File: src/rtl/boot_loader_pkg.sv
// Shared definitions for the boot loader: one-hot state encodings and frame field widths.
// The testbench stream source reuses these encodings.
package boot_loader_pkg;

  localparam int BYTE_W = 8;
  localparam int LEN_W  = 16;
  localparam int WORD_W = 16;
  localparam int ADDR_W = 16;

  typedef enum logic [7:0] {
    ST_LEN_HI = 8'b0000_0001,
    ST_LEN_LO = 8'b0000_0010,
    ST_DAT_HI = 8'b0000_0100,
    ST_DAT_LO = 8'b0000_1000,
    ST_WRITE  = 8'b0001_0000,
    ST_CSUM   = 8'b0010_0000,
    ST_DONE   = 8'b0100_0000,
    ST_ERR    = 8'b1000_0000
  } state_e;

  // States that take a stream byte; WRITE, DONE and ERR refuse input.
  function automatic logic accepts_bytes(input state_e s);
    return (s == ST_LEN_HI) || (s == ST_LEN_LO) || (s == ST_DAT_HI) ||
           (s == ST_DAT_LO) || (s == ST_CSUM);
  endfunction

endpackage

File: src/rtl/boot_loader_if.sv
// Byte-stream input, memory write port and CPU control of the boot loader.
interface boot_loader_if;
  import boot_loader_pkg::*;

  logic                  in_valid;
  logic [BYTE_W-1:0]     in_data;
  logic                  in_ready;
  logic                  mem_we;
  logic [ADDR_W-1:0]     mem_addr;
  logic [WORD_W-1:0]     mem_wdata;
  logic                  cpu_rst;
  logic                  done;
  logic                  error;

  modport master (
    output in_valid, in_data,
    input  in_ready, mem_we, mem_addr, mem_wdata, cpu_rst, done, error
  );

  modport slave (
    input  in_valid, in_data,
    output in_ready, mem_we, mem_addr, mem_wdata, cpu_rst, done, error
  );

endinterface

File: src/rtl/boot_loader_csum8.sv
// 8-bit running modulo-256 sum of accepted bytes; zero_next previews whether
// adding the current byte would bring the sum to zero.
module csum8
  import boot_loader_pkg::*;
(
  input  logic              clk,
  input  logic              rst,
  input  logic              clr,
  input  logic              add,
  input  logic [BYTE_W-1:0] byte_in,
  output logic [BYTE_W-1:0] sum,
  output logic              zero_next
);

  logic [BYTE_W-1:0] sum_q, sum_d, sum_next;

  always_comb begin
    sum_next = sum_q + byte_in;
    sum_d    = sum_q;
    if (clr) begin
      sum_d = '0;
    end else if (add) begin
      sum_d = sum_next;
    end
  end

  always_ff @(posedge clk or posedge rst) begin
    if (rst) begin
      sum_q <= '0;
    end else begin
      sum_q <= sum_d;
    end
  end

  assign sum       = sum_q;
  assign zero_next = (sum_next == '0);

endmodule

File: src/rtl/boot_loader.sv
// Loads a length-prefixed, checksummed image from a byte stream into memory
// and holds the CPU in reset until the whole image has arrived intact.
module boot_loader
  import boot_loader_pkg::*;
#(
  parameter logic [ADDR_W-1:0] BASE_ADDR = 16'h0000,
  parameter logic [LEN_W-1:0]  MAX_WORDS = 16'h0400
) (
  input  logic          clk,
  input  logic          rst,
  boot_loader_if.slave  bus
);

  state_e              state_q, state_d;
  logic [LEN_W-1:0]    len_q, len_d;
  logic [LEN_W-1:0]    cnt_q, cnt_d;
  logic [ADDR_W-1:0]   addr_q, addr_d;
  logic [WORD_W-1:0]   wdata_q, wdata_d;
  logic                we_q, we_d;
  logic                cpu_rst_q, cpu_rst_d;
  logic                done_q, done_d;
  logic                error_q, error_d;

  logic                in_ready;
  logic                xfer;
  logic [LEN_W-1:0]    len_new;
  logic [LEN_W-1:0]    cnt_inc;
  logic                csum_zero_next;
  logic [BYTE_W-1:0]   csum_sum_unused;

  assign in_ready = accepts_bytes(state_q);
  assign xfer     = bus.in_valid & in_ready;
  assign len_new  = {len_q[LEN_W-1:BYTE_W], bus.in_data};
  assign cnt_inc  = cnt_q + 16'd1;

  csum8 u_csum (
    .clk       (clk),
    .rst       (rst),
    .clr       (1'b0),
    .add       (xfer),
    .byte_in   (bus.in_data),
    .sum       (csum_sum_unused),
    .zero_next (csum_zero_next)
  );

  always_comb begin
    state_d   = state_q;
    len_d     = len_q;
    cnt_d     = cnt_q;
    addr_d    = addr_q;
    wdata_d   = wdata_q;
    we_d      = 1'b0;
    cpu_rst_d = cpu_rst_q;
    done_d    = done_q;
    error_d   = error_q;

    case (state_q)
      ST_LEN_HI: begin
        if (xfer) begin
          len_d   = {bus.in_data, len_q[BYTE_W-1:0]};
          state_d = ST_LEN_LO;
        end
      end
      ST_LEN_LO: begin
        if (xfer) begin
          len_d = len_new;
          if (len_new > MAX_WORDS) begin
            state_d = ST_ERR;
            error_d = 1'b1;
          end else if (len_new == '0) begin
            state_d = ST_CSUM;
          end else begin
            state_d = ST_DAT_HI;
          end
        end
      end
      ST_DAT_HI: begin
        if (xfer) begin
          wdata_d = {bus.in_data, wdata_q[BYTE_W-1:0]};
          state_d = ST_DAT_LO;
        end
      end
      ST_DAT_LO: begin
        if (xfer) begin
          wdata_d = {wdata_q[WORD_W-1:BYTE_W], bus.in_data};
          we_d    = 1'b1;
          state_d = ST_WRITE;
        end
      end
      // The strobe cycle: address advances only after the word is committed.
      ST_WRITE: begin
        addr_d  = addr_q + 16'd1;
        cnt_d   = cnt_inc;
        state_d = (cnt_inc == len_q) ? ST_CSUM : ST_DAT_HI;
      end
      ST_CSUM: begin
        if (xfer) begin
          if (csum_zero_next) begin
            state_d   = ST_DONE;
            done_d    = 1'b1;
            cpu_rst_d = 1'b0;
          end else begin
            state_d = ST_ERR;
            error_d = 1'b1;
          end
        end
      end
      ST_DONE: state_d = ST_DONE;
      ST_ERR:  state_d = ST_ERR;
      default: begin
        state_d = ST_ERR;
        error_d = 1'b1;
      end
    endcase
  end

  always_ff @(posedge clk or posedge rst) begin
    if (rst) begin
      state_q   <= ST_LEN_HI;
      len_q     <= '0;
      cnt_q     <= '0;
      addr_q    <= BASE_ADDR;
      wdata_q   <= '0;
      we_q      <= 1'b0;
      cpu_rst_q <= 1'b1;
      done_q    <= 1'b0;
      error_q   <= 1'b0;
    end else begin
      state_q   <= state_d;
      len_q     <= len_d;
      cnt_q     <= cnt_d;
      addr_q    <= addr_d;
      wdata_q   <= wdata_d;
      we_q      <= we_d;
      cpu_rst_q <= cpu_rst_d;
      done_q    <= done_d;
      error_q   <= error_d;
    end
  end

  assign bus.in_ready  = in_ready;
  assign bus.mem_we    = we_q;
  assign bus.mem_addr  = addr_q;
  assign bus.mem_wdata = wdata_q;
  assign bus.cpu_rst   = cpu_rst_q;
  assign bus.done      = done_q;
  assign bus.error     = error_q;

endmodule

File: src/flat_wrapper.sv
// flat-port wrapper written by rule: the top's interface ports become plain ports
module boot_loader_flat import boot_loader_pkg::*;
#(
  parameter logic [ADDR_W-1:0] BASE_ADDR = 16'h0000,
  parameter logic [LEN_W-1:0]  MAX_WORDS = 16'h0400
)
  (clk, rst, bus_in_valid, bus_in_data, bus_in_ready, bus_mem_we, bus_mem_addr, bus_mem_wdata, bus_cpu_rst, bus_done, bus_error);
  boot_loader_if bus_i ();
  input  logic clk;
  input  logic rst;
  input wire logic [$bits(bus_i.in_valid)-1:0] bus_in_valid;
  input wire logic [$bits(bus_i.in_data)-1:0] bus_in_data;
  output wire logic [$bits(bus_i.in_ready)-1:0] bus_in_ready;
  output wire logic [$bits(bus_i.mem_we)-1:0] bus_mem_we;
  output wire logic [$bits(bus_i.mem_addr)-1:0] bus_mem_addr;
  output wire logic [$bits(bus_i.mem_wdata)-1:0] bus_mem_wdata;
  output wire logic [$bits(bus_i.cpu_rst)-1:0] bus_cpu_rst;
  output wire logic [$bits(bus_i.done)-1:0] bus_done;
  output wire logic [$bits(bus_i.error)-1:0] bus_error;
  assign bus_i.in_valid = bus_in_valid;
  assign bus_i.in_data = bus_in_data;
  assign bus_in_ready = bus_i.in_ready;
  assign bus_mem_we = bus_i.mem_we;
  assign bus_mem_addr = bus_i.mem_addr;
  assign bus_mem_wdata = bus_i.mem_wdata;
  assign bus_cpu_rst = bus_i.cpu_rst;
  assign bus_done = bus_i.done;
  assign bus_error = bus_i.error;
  boot_loader #(.BASE_ADDR(BASE_ADDR), .MAX_WORDS(MAX_WORDS)) u_core (.clk(clk), .rst(rst), .bus(bus_i));
endmodule
File: config.mk
export PLATFORM = sky130hd
export DESIGN_NAME = boot_loader_flat
export DESIGN_NICKNAME = d
export VERILOG_FILES = /design/src/rtl/boot_loader_pkg.sv /design/src/rtl/boot_loader_if.sv /design/src/rtl/boot_loader_csum8.sv /design/src/rtl/boot_loader.sv /design/src/flat_wrapper.sv
export SDC_FILE = /design/constraint.sdc
export NUM_CORES = 1
export LEC_CHECK = 0
export CAP_MARGIN = 0
export CORE_MARGIN = 1
export CORE_UTILIZATION = 57
export DETAILED_ROUTE_END_ITERATION = 8
export GPL_TIMING_DRIVEN = 0
export HOLD_SLACK_MARGIN = 0.15
export PLACE_DENSITY = 0.86
export SLEW_MARGIN = 10
export SYNTH_ARGS = -nofsm -noshare
export SYNTH_HDL_FRONTEND = slang
export SYNTH_SLANG_ARGS = --single-unit
File: constraint.sdc
create_clock -name clk -period 3.2 [get_ports clk]
set_input_delay 0.32 -clock clk [delete_from_list [all_inputs] [get_ports clk]]
set_output_delay 0.32 -clock clk [all_outputs]
set_load 0.005 [all_outputs]
== After elaboration in Yosys (flattened, before gate mapping) ==
Index checks and enable logic that the tools add are counted.

* Bits in writable memories: 0
* Flip-flop bits (word level): 84
* Word-level logic and storage cells: 73
* Bits of input ports: 11
* Memories: 0
* ROM bits: 0
* Bits in latches: 0

* Bitwise gates (word level): 6
* Mux-type cells: 21
* Reductions and logical operators: 14
* Magnitude comparators: 1
* Multipliers: 0
* Equality and inequality tests: 16
* Add/subtract/negate cells: 3
* Div/mod/pow operators: 0
* Shifts and indexed selects: 0

{| class="wikitable"
|+ Operator list
! cell !! number
|-
| 8-bit 2-to-1 mux || 8
|-
| 16-bit one-hot mux with 2 select lines || 2
|-
| 8-bit one-hot mux with 7 select lines || 1
|-
| 16-bit by 1-bit adder with 16-bit output, second input constant || 2
|-
| 16-bit == test || 1
|-
| 16-bit by 11-bit > comparator with 1-bit output, second input constant || 1
|-
| 16-bit zero test || 1
|-
| 16-bit 2-to-1 mux || 1
|-
| 3-bit AND reduction || 5
|-
| 2-bit != test, second input constant || 7
|-
| 6-bit 2-to-1 mux || 2
|-
| 5-bit AND reduction || 2
|-
| 8-bit adder || 1
|-
| 8-bit by 1-bit == test with 1-bit output, second input constant || 1
|-
| 8-bit by 2-bit == test with 1-bit output, second input constant || 1
|-
| 8-bit by 3-bit == test with 1-bit output, second input constant || 1
|-
| 8-bit by 4-bit == test with 1-bit output, second input constant || 1
|-
| 8-bit by 5-bit == test with 1-bit output, second input constant || 1
|-
| 8-bit by 6-bit == test with 1-bit output, second input constant || 1
|-
| 8-bit by 7-bit == test with 1-bit output, second input constant || 1
|-
| 8-bit == test, second input constant || 1
|-
| 8-bit zero test || 1
|-
| 1-bit 2-to-1 mux || 6
|-
| 6-bit OR reduction || 1
|-
| other kinds (4) || 11
|}

== Longest topological paths before layout ==
Gate-level depths: netlist of run 1.

* Word-level depth: 8
* Mapped depth: 9
* Depth with buffers taken out: 9

== By module ==
Synthesis of run 1 repeated with hierarchy kept, for this count alone.

* Cell total of the unflattened synthesis: 429
* Area total of the unflattened synthesis: 4,383.0 um2

{| class="wikitable"
|+ By module, submodules not included
! module !! seq. area each (um2) !! cells each !! times used !! area an instance (um2)
|-
| boot_loader || 1,904.3 || 359 || 1 || 3,734.8
|-
| csum8 || 200.2 || 70 || 1 || 648.1
|}

== Worst setup path before layout of run 1 ==
No wires, ideal clock.

* Path type: register to register
* From: reg u_core.u_csum.sum_q[0], in the netlist u_core.u_csum.sum[0]
* To: reg u_core.cpu_rst_q, in the netlist u_core.bus.cpu_rst
* Arrival time: 2.400 ns
* Setup slack: 0.723 ns
* Path buffers: 0
* Cell stages (with the launch flop): 10
* Period minus slack after synthesis: 2.477 ns
* Path through: dfrtp_1 -> ha_1 -> fa_1 -> a211oi_1 -> o21bai_1 -> a21oi_1 -> xor2_1 -> nand2_1 -> or4_1 -> and2_1

* Word-level cells in the longest chain between the ends: 3

{| class="wikitable"
|+ RTL lines
! what !! line !! source
|-
| from (decl) || boot_loader_csum8.sv:15 || <nowiki>logic [BYTE_W-1:0] sum_q, sum_d, sum_next;</nowiki>
|-
| from (signal assigned) || boot_loader_csum8.sv:31 || <nowiki>sum_q <= sum_d;</nowiki>
|-
| 8-bit adder || boot_loader_csum8.sv:18 || <nowiki>sum_next = sum_q + byte_in;</nowiki>
|-
| 8-bit zero test || boot_loader_csum8.sv:36 || <nowiki>assign zero_next = (sum_next == '0);</nowiki>
|-
| 3-bit AND reduction (no source line) || n/a ||
|-
| to (signal assigned) || boot_loader.sv:135 || <nowiki>cpu_rst_q <= cpu_rst_d;</nowiki>
|-
| to (decl) || boot_loader.sv:20 || <nowiki>logic cpu_rst_q, cpu_rst_d;</nowiki>
|}

No other way between the ends.
A chain may end at the register's enable or synchronous reset.

== Worst setup path after layout of run 1 ==
* From: in bus_in_data[0]
* To: reg u_core.cpu_rst_q, in the netlist u_core.bus.cpu_rst

* Word-level cells in the longest chain between the ends: 3

{| class="wikitable"
|+ RTL lines
! what !! line !! source
|-
| from (decl) || flat_wrapper.sv:12 || <nowiki>input wire logic [$bits(bus_i.in_data)-1:0] bus_in_data;</nowiki>
|-
| 8-bit adder || boot_loader_csum8.sv:18 ||
|-
| 8-bit zero test || boot_loader_csum8.sv:36 ||
|-
| 3-bit AND reduction (no source line) || n/a ||
|}

No other way between the ends.

==> metrics.txt, run 1 <==
via/cell ratio 5.914; CP arrival 3.31 ns; synth warn 0; largest net degree at the start of global routing 63; Area after DPL 5182 sq um; Layout Cells excl Fill 618; Pre-Repair DR Iteration Count 6; Final Instance Area 5379 sq um; most used flip-flop cell after synthesis dfrtp_1; htree depth 3; routability cong. 0.9091; hold_ws 0.2611 ns; gr usage total 25.76%; initial antenna violation count 0; die height 91.49 microns; number of global-route vias before repair 3512; ANT cells 0; Synth-to-Final Area Change 17.85%; max-cap violation count 0; Syn Area/Cell 10.08 sq um; Top Ports 48; Leakage 2.465 nW; starting density of the core 59.07%; Power Total 0.001869 W; critical path launch point type input pin; CTS tree built; clock latency on the worst-skew pair 0.36 ns; clock skew 0.01055 ns; DR WL/cell 16.17 microns; register bit total from synthesis 84; Post-CTS Setup Repair Bufs 0; die area 8370 sq um; Post-CTS Resized 0; ys async rst share 100.0%; # hold bufs at CTS 0; DRC viols 0; global-route wire length before repair 16930 microns; CTS Buf Count 9; Die X 91.49 microns; number of unique standard cell types used by synthesis 57; Overflow after GRT 0; RSZ-0062 raised after global routing false; routed wire length 9996 microns; Initial DRC Count 176; Routed Antenna Nets 0; status finished, final reports clean; dpl cells 602; post-synth top area cell dfrtp_1; routed vias 3655; Worst-path clk slew 0.09 ns; Core Region 7727 sq um; # setup viols final 0; cell area after synthesis 4564 sq um; critical path class in2reg; Crit Path Max Fanout 6; maximum vdd ir drop 0.0002280 V; share of layout cells above drive strength 1 13.76%; CTS Sinks 84; fin crit share 94.04%; Highest Clock Rate 332.3 MHz; sequential area share after synthesis 46.11%; dominant cells by area after synthesis dfrtp_1, mux2_2, xnor2_1, nand2_1, xor2_1; clock root cell clkbuf_8; endpoint class of the critical path register; Hold Violations, Final 0; nets@finish 532; Post-Syn Nets 474; EDFF count, synth 0; Tmin final 3.009 ns; Final Max Slew Viols 0; post-synth top area share 44.96%; Reg2Reg Depth 9; port buffer count 46; Syn Inst Count 453; clk buf depth 2; Critical Path RT 3.50 ns; Hold Path Class in2async; row count 32; worst-margin pin slew 0.7670 ns; Post-DP HPWL 7144 microns; Cell Pwr Density 347.4 nW/um^2; max_slew headroom 48.47%
## sequential cells by signal, summed over array words and instances (netlist names)
register / flops
u_core.len_q: 16
u_core.bus.done: 1
u_core.bus.mem_wdata: 16
u_core.bus.cpu_rst: 1
u_core.bus.mem_we: 1
u_core.cnt_q: 16
u_core.bus.error: 1
u_core.u_csum.sum: 8
u_core.bus.mem_addr: 16
u_core.state_q: 8
## path summary, 6_finish.rpt
check | start | end | slack [ns]
max in group asynchronous | rst | u_core.len_q[5] | 2.35
min reg2reg | u_core.bus.done | u_core.bus.done | 0.48
min | rst | u_core.state_q[6] | 0.26
max reg2reg | u_core.cnt_q[1] | u_core.state_q[5] | 0.33
max | bus_in_data[0] | u_core.bus.cpu_rst | 0.19
min in group clk | bus_in_data[7] | u_core.bus.mem_wdata[7] | 0.38
## critical path, stage by stage
cell	delay, ns
clkdlybuf4s50_1	0.57
ha_1	0.33
fa_1	0.44
a211oi_1	0.25
o21bai_1	0.11
a21oi_1	0.18
xor2_1	0.18
nand2_1	0.13
or4_1	0.61
and2_1	0.19
## kinds of logic (layout without fill, tap and decap cells)
logic type,count (synthesis),in the layout,synth area share (%)
and+or+nand+nor,181,181,20.78
DFF,84,84,46.11
AOI/OAI and AO/OA,63,63,9.430
adders and majority gates,10,10,2.906
buffers and inverters,29,92,2.549
muxes,32,32,7.867
xor gates and xnor gates,54,54,10.36
## stage by stage
stage               worst slack, ns  util [%]  TNS (ns)
floorplan                    0.7182         -         0
global placement            -0.4926     66.68    -40.37
detailed placement          -0.1978     67.07   -0.4675
CTS                          0.1775     69.56         0
global route                0.07499     69.61         0
finish                       0.1906     69.61         0
## metal layers
layer / track usage [%] / part of all wire (%)
met4: 9.392 / 1.4
met2: 44.61 / 51
met3: 3.350 / 4.9
met1: 32.98 / 43
met5: 0 / 0
## where the power goes
part	total (W)	internal, W	leakage, nW	switching [W]
logic	0.0000718	0.0000243	1.21	0.0000475
clock network	0.000735	0.000318	0.0994	0.000417
registers	0.00106	0.00106	1.16	0.000000567
total	0.00187	0.00140	2.46	0.000465
## layout by cell type (no fill, tap or decap), types with 3 or more instances in the layout
master / synthesis / layout
and4_1: 4 / 4
and2_1: 4 / 4
ha_1: 9 / 9
mux2_2: 31 / 31
nor4b_1: 4 / 4
clkdlybuf4s50_1: 0 / 46
xor2_1: 20 / 20
nand4_1: 13 / 13
nand2_1: 56 / 56
o21ai_0: 12 / 12
or3_1: 4 / 4
and3_1: 8 / 8
a31oi_1: 3 / 3
a211oi_1: 3 / 3
nor4_1: 7 / 7
clkbuf_1: 17 / 17
a211o_1: 3 / 3
nand2b_1: 3 / 3
clkbuf_8: 0 / 10
buf_2: 3 / 3
dfrtp_1: 82 / 82
a21oi_1: 15 / 15
inv_1: 8 / 7
nor2_1: 22 / 22
nor2_2: 7 / 7
xnor2_1: 34 / 34
nand3_1: 20 / 20
nor3_1: 16 / 16
nor2b_1: 4 / 4
a21o_1: 4 / 4
clkinv_4: 0 / 3
## cell type report
cell class,instances,area [sq um]
buffer,21,86.33
sequential,84,2105
fill,558,2349
clock buffer,10,137.6
timing repair buffer,47,488.0
multi-input combinational,340,2347
inverter,8,32.53
tap,102,127.6
clock inverter,6,55.05
## Yosys cell counts, types with 8 or more instances
cell type / n
nand4_1: 13
and3_1: 8
ha_1: 9
a21oi_1: 15
nor2_1: 22
nand3_1: 20
nor3_1: 16
xnor2_1: 34
inv_1: 8
o21ai_0: 12
xor2_1: 20
clkbuf_1: 17
mux2_2: 31
dfrtp_1: 82
nand2_1: 56
No activity file was read; power rests on OpenSTA's default activity.
==> inputs of run 2 (changes only) <==
Settings changed: REMOVE_ABC_BUFFERS set to 1.
==> metrics.txt, run 2 (synthesis gave the netlist of run 1 again) <==
CP arrival 2.70 ns (-0.61 ns); gr usage total 25.76% (about the same); max-cap violation count 0 (unchanged); row count 32 (unchanged); maximum vdd ir drop 0.0004346 V (+91%); Initial DRC Count 197 (+12%); routed vias 3568 (-2.4%); Worst path slowest cell or3_1; CTS Buf Count 9 (unchanged); CTS Sinks 84 (unchanged); die height 91.49 microns (unchanged); Pre-Repair DR Iteration Count 5 (-1); worst-margin pin slew 0.6834 ns (-0.08359 ns); critical path launch point type register; worst path cell trace or3_1 -> mux2_2 -> o21ai_1 -> nand2_1 -> inv_1 -> clkdlybuf4s50_1; htree depth 3 (unchanged); setup tns final 0 ns (unchanged); port buffer count 47 (+2.2%); number of global-route vias before repair 3478 (-0.97%); Highest Clock Rate 331.2 MHz (-0.32%); Core Region 7727 sq um (unchanged); Routed Antenna Nets 0 (unchanged); Hold Violations, Final 0 (unchanged); Post-CTS Resized 0 (unchanged); routability cong. 0.8672 (-4.6%); Post-CTS Setup Repair Bufs 0 (unchanged); Hold Path Class in2async; largest net degree at the start of global routing 67 (+6.3%); routed wire length 9906 microns (-0.90%); Die X 91.49 microns (unchanged); ANT cells 0 (unchanged); Critical Path RT 2.88 ns (-0.62 ns); Leakage 2.424 nW (-1.7%); max_slew headroom 54.09% (+5.6 points); clk buf depth 2 (unchanged); Final Core Density 68.67% (-0.94 points); clock skew 0.009886 ns (-0.0006652 ns); commonest non-fill, non-tap cells in the layout dfrtp_1, nand2_1, clkdlybuf4s50_1; nets@finish 512 (-3.8%); Post-DP HPWL 7106 microns (-0.53%); CTS tree built; CP peak stage delay 0.51 ns (-0.10 ns); Overflow after GRT 0 (unchanged); clock root cell clkbuf_8; Tmin final 3.019 ns (+0.009531 ns); RSZ-0062 raised after global routing false; Final Max Slew Viols 0 (unchanged); via/cell ratio 5.967 (+0.88%); DR WL/cell 16.57 microns (+2.4%); # setup viols final 0 (unchanged); die area 8370 sq um (unchanged); initial antenna violation count 0 (unchanged); Worst-path clk slew 0.09 ns (about the same); share of layout cells above drive strength 1 13.10% (-0.65 points); DRC viols 0 (unchanged); fin crit share 94.34% (+0.30 points); sequential cell area 2105 sq um (unchanged); Area after DPL 5106 sq um (-1.5%); starting density of the core 59.07% (unchanged); Final Instance Area 5306 sq um (-1.3%); clock latency on the worst-skew pair 0.36 ns (about the same); status finished, final reports clean; Power Total 0.001903 W (+1.8%); endpoint class of the critical path output port; most common cell after layout, fill and taps aside dfrtp_1; critical path class reg2out; global-route wire length before repair 16880 microns (-0.24%); dpl cells 582 (-3.3%); Crit Path Max Fanout 8 (+2); filler cell count 577 (+3.4%); Top Ports 48 (unchanged); footprint of the multi-input gates 2344 sq um (-0.16%); Layout Cells excl Fill 598 (-3.2%); Cell Pwr Density 358.6 nW/um^2 (+3.2%); Synth-to-Final Area Change 16.26%; # hold bufs at CTS 0 (unchanged)
==> run 2: report_power, final <==
part	internal [W]	switching, W	leakage, nW
clock	0.000366	0.000403	0.0895
sequential	0.00106	0.000000443	1.16
combinational	0.0000251	0.0000468	1.18
total	0.00145	0.000450	2.42
==> run 2: per-stage QoR <==
| step | setup WS [ns] | hold slack [ns] |
|---|---|---|
| finish | 0.1811 | 0.2500 |
| global placement | -0.4966 | 0.4501 |
| CTS | 0.1150 | 0.2482 |
| floorplan | 0.7182 | 0.4325 |
| detailed placement | -0.2067 | 0.4581 |
| global route | 0.02292 | 0.2857 |
==> run 2: area by class of cell <==
cell class | count | share of cell area, %
multi-input cells | 340 | 44.16
repair buffers | 48 | 9.432
flip-flops and latches | 84 | 39.66
clock inverters | 6 | 1.320
inverters | 8 | 0.6131
well taps | 102 | 2.405
clock buffers | 10 | 2.405
==> run 2: worst paths after layout <==
| path | from | endpoint | slack, ns | depth (start not counted) |
|---|---|---|---|---|
| setup / recovery | u_core.state_q[2] | bus_in_ready | 0.18 | 6 |
| hold / removal | rst | u_core.bus.mem_wdata[10] | 0.25 | 2 |
| setup reg to reg | u_core.u_csum.sum[0] | u_core.bus.cpu_rst | 0.35 | 9 |
| hold reg to reg | u_core.bus.mem_addr[15] | u_core.bus.mem_addr[15] | 0.47 | 1 |
| max in group asynchronous | rst | u_core.len_q[15] | 2.37 | 3 |
| min in group clk | bus_in_data[0] | u_core.bus.mem_wdata[0] | 0.36 | 3 |
==> run 2: per-layer routing <==
metal  routed length (microns)  track usage, %  share of wire [%]  vias to the layer above
met5                         0               0                  0                        -
met4                       133           8.598                1.3                        0
met3                       509           3.685                5.1                       16
met2                      5096           45.68                 51                      110
met1                      4167           32.14                 42                     1748
li1                          -               -                  -                     1694
==> run 2: critical path: cells and delay by family (launching register included) <==
kind	cells	cell delay, ns
multiplexers	1	0.32
AO/OA/AOI/OAI	1	0.29
buffers and inverters	2	0.60
flip-flops	1	0.44
AND/OR/NAND/NOR	2	0.69
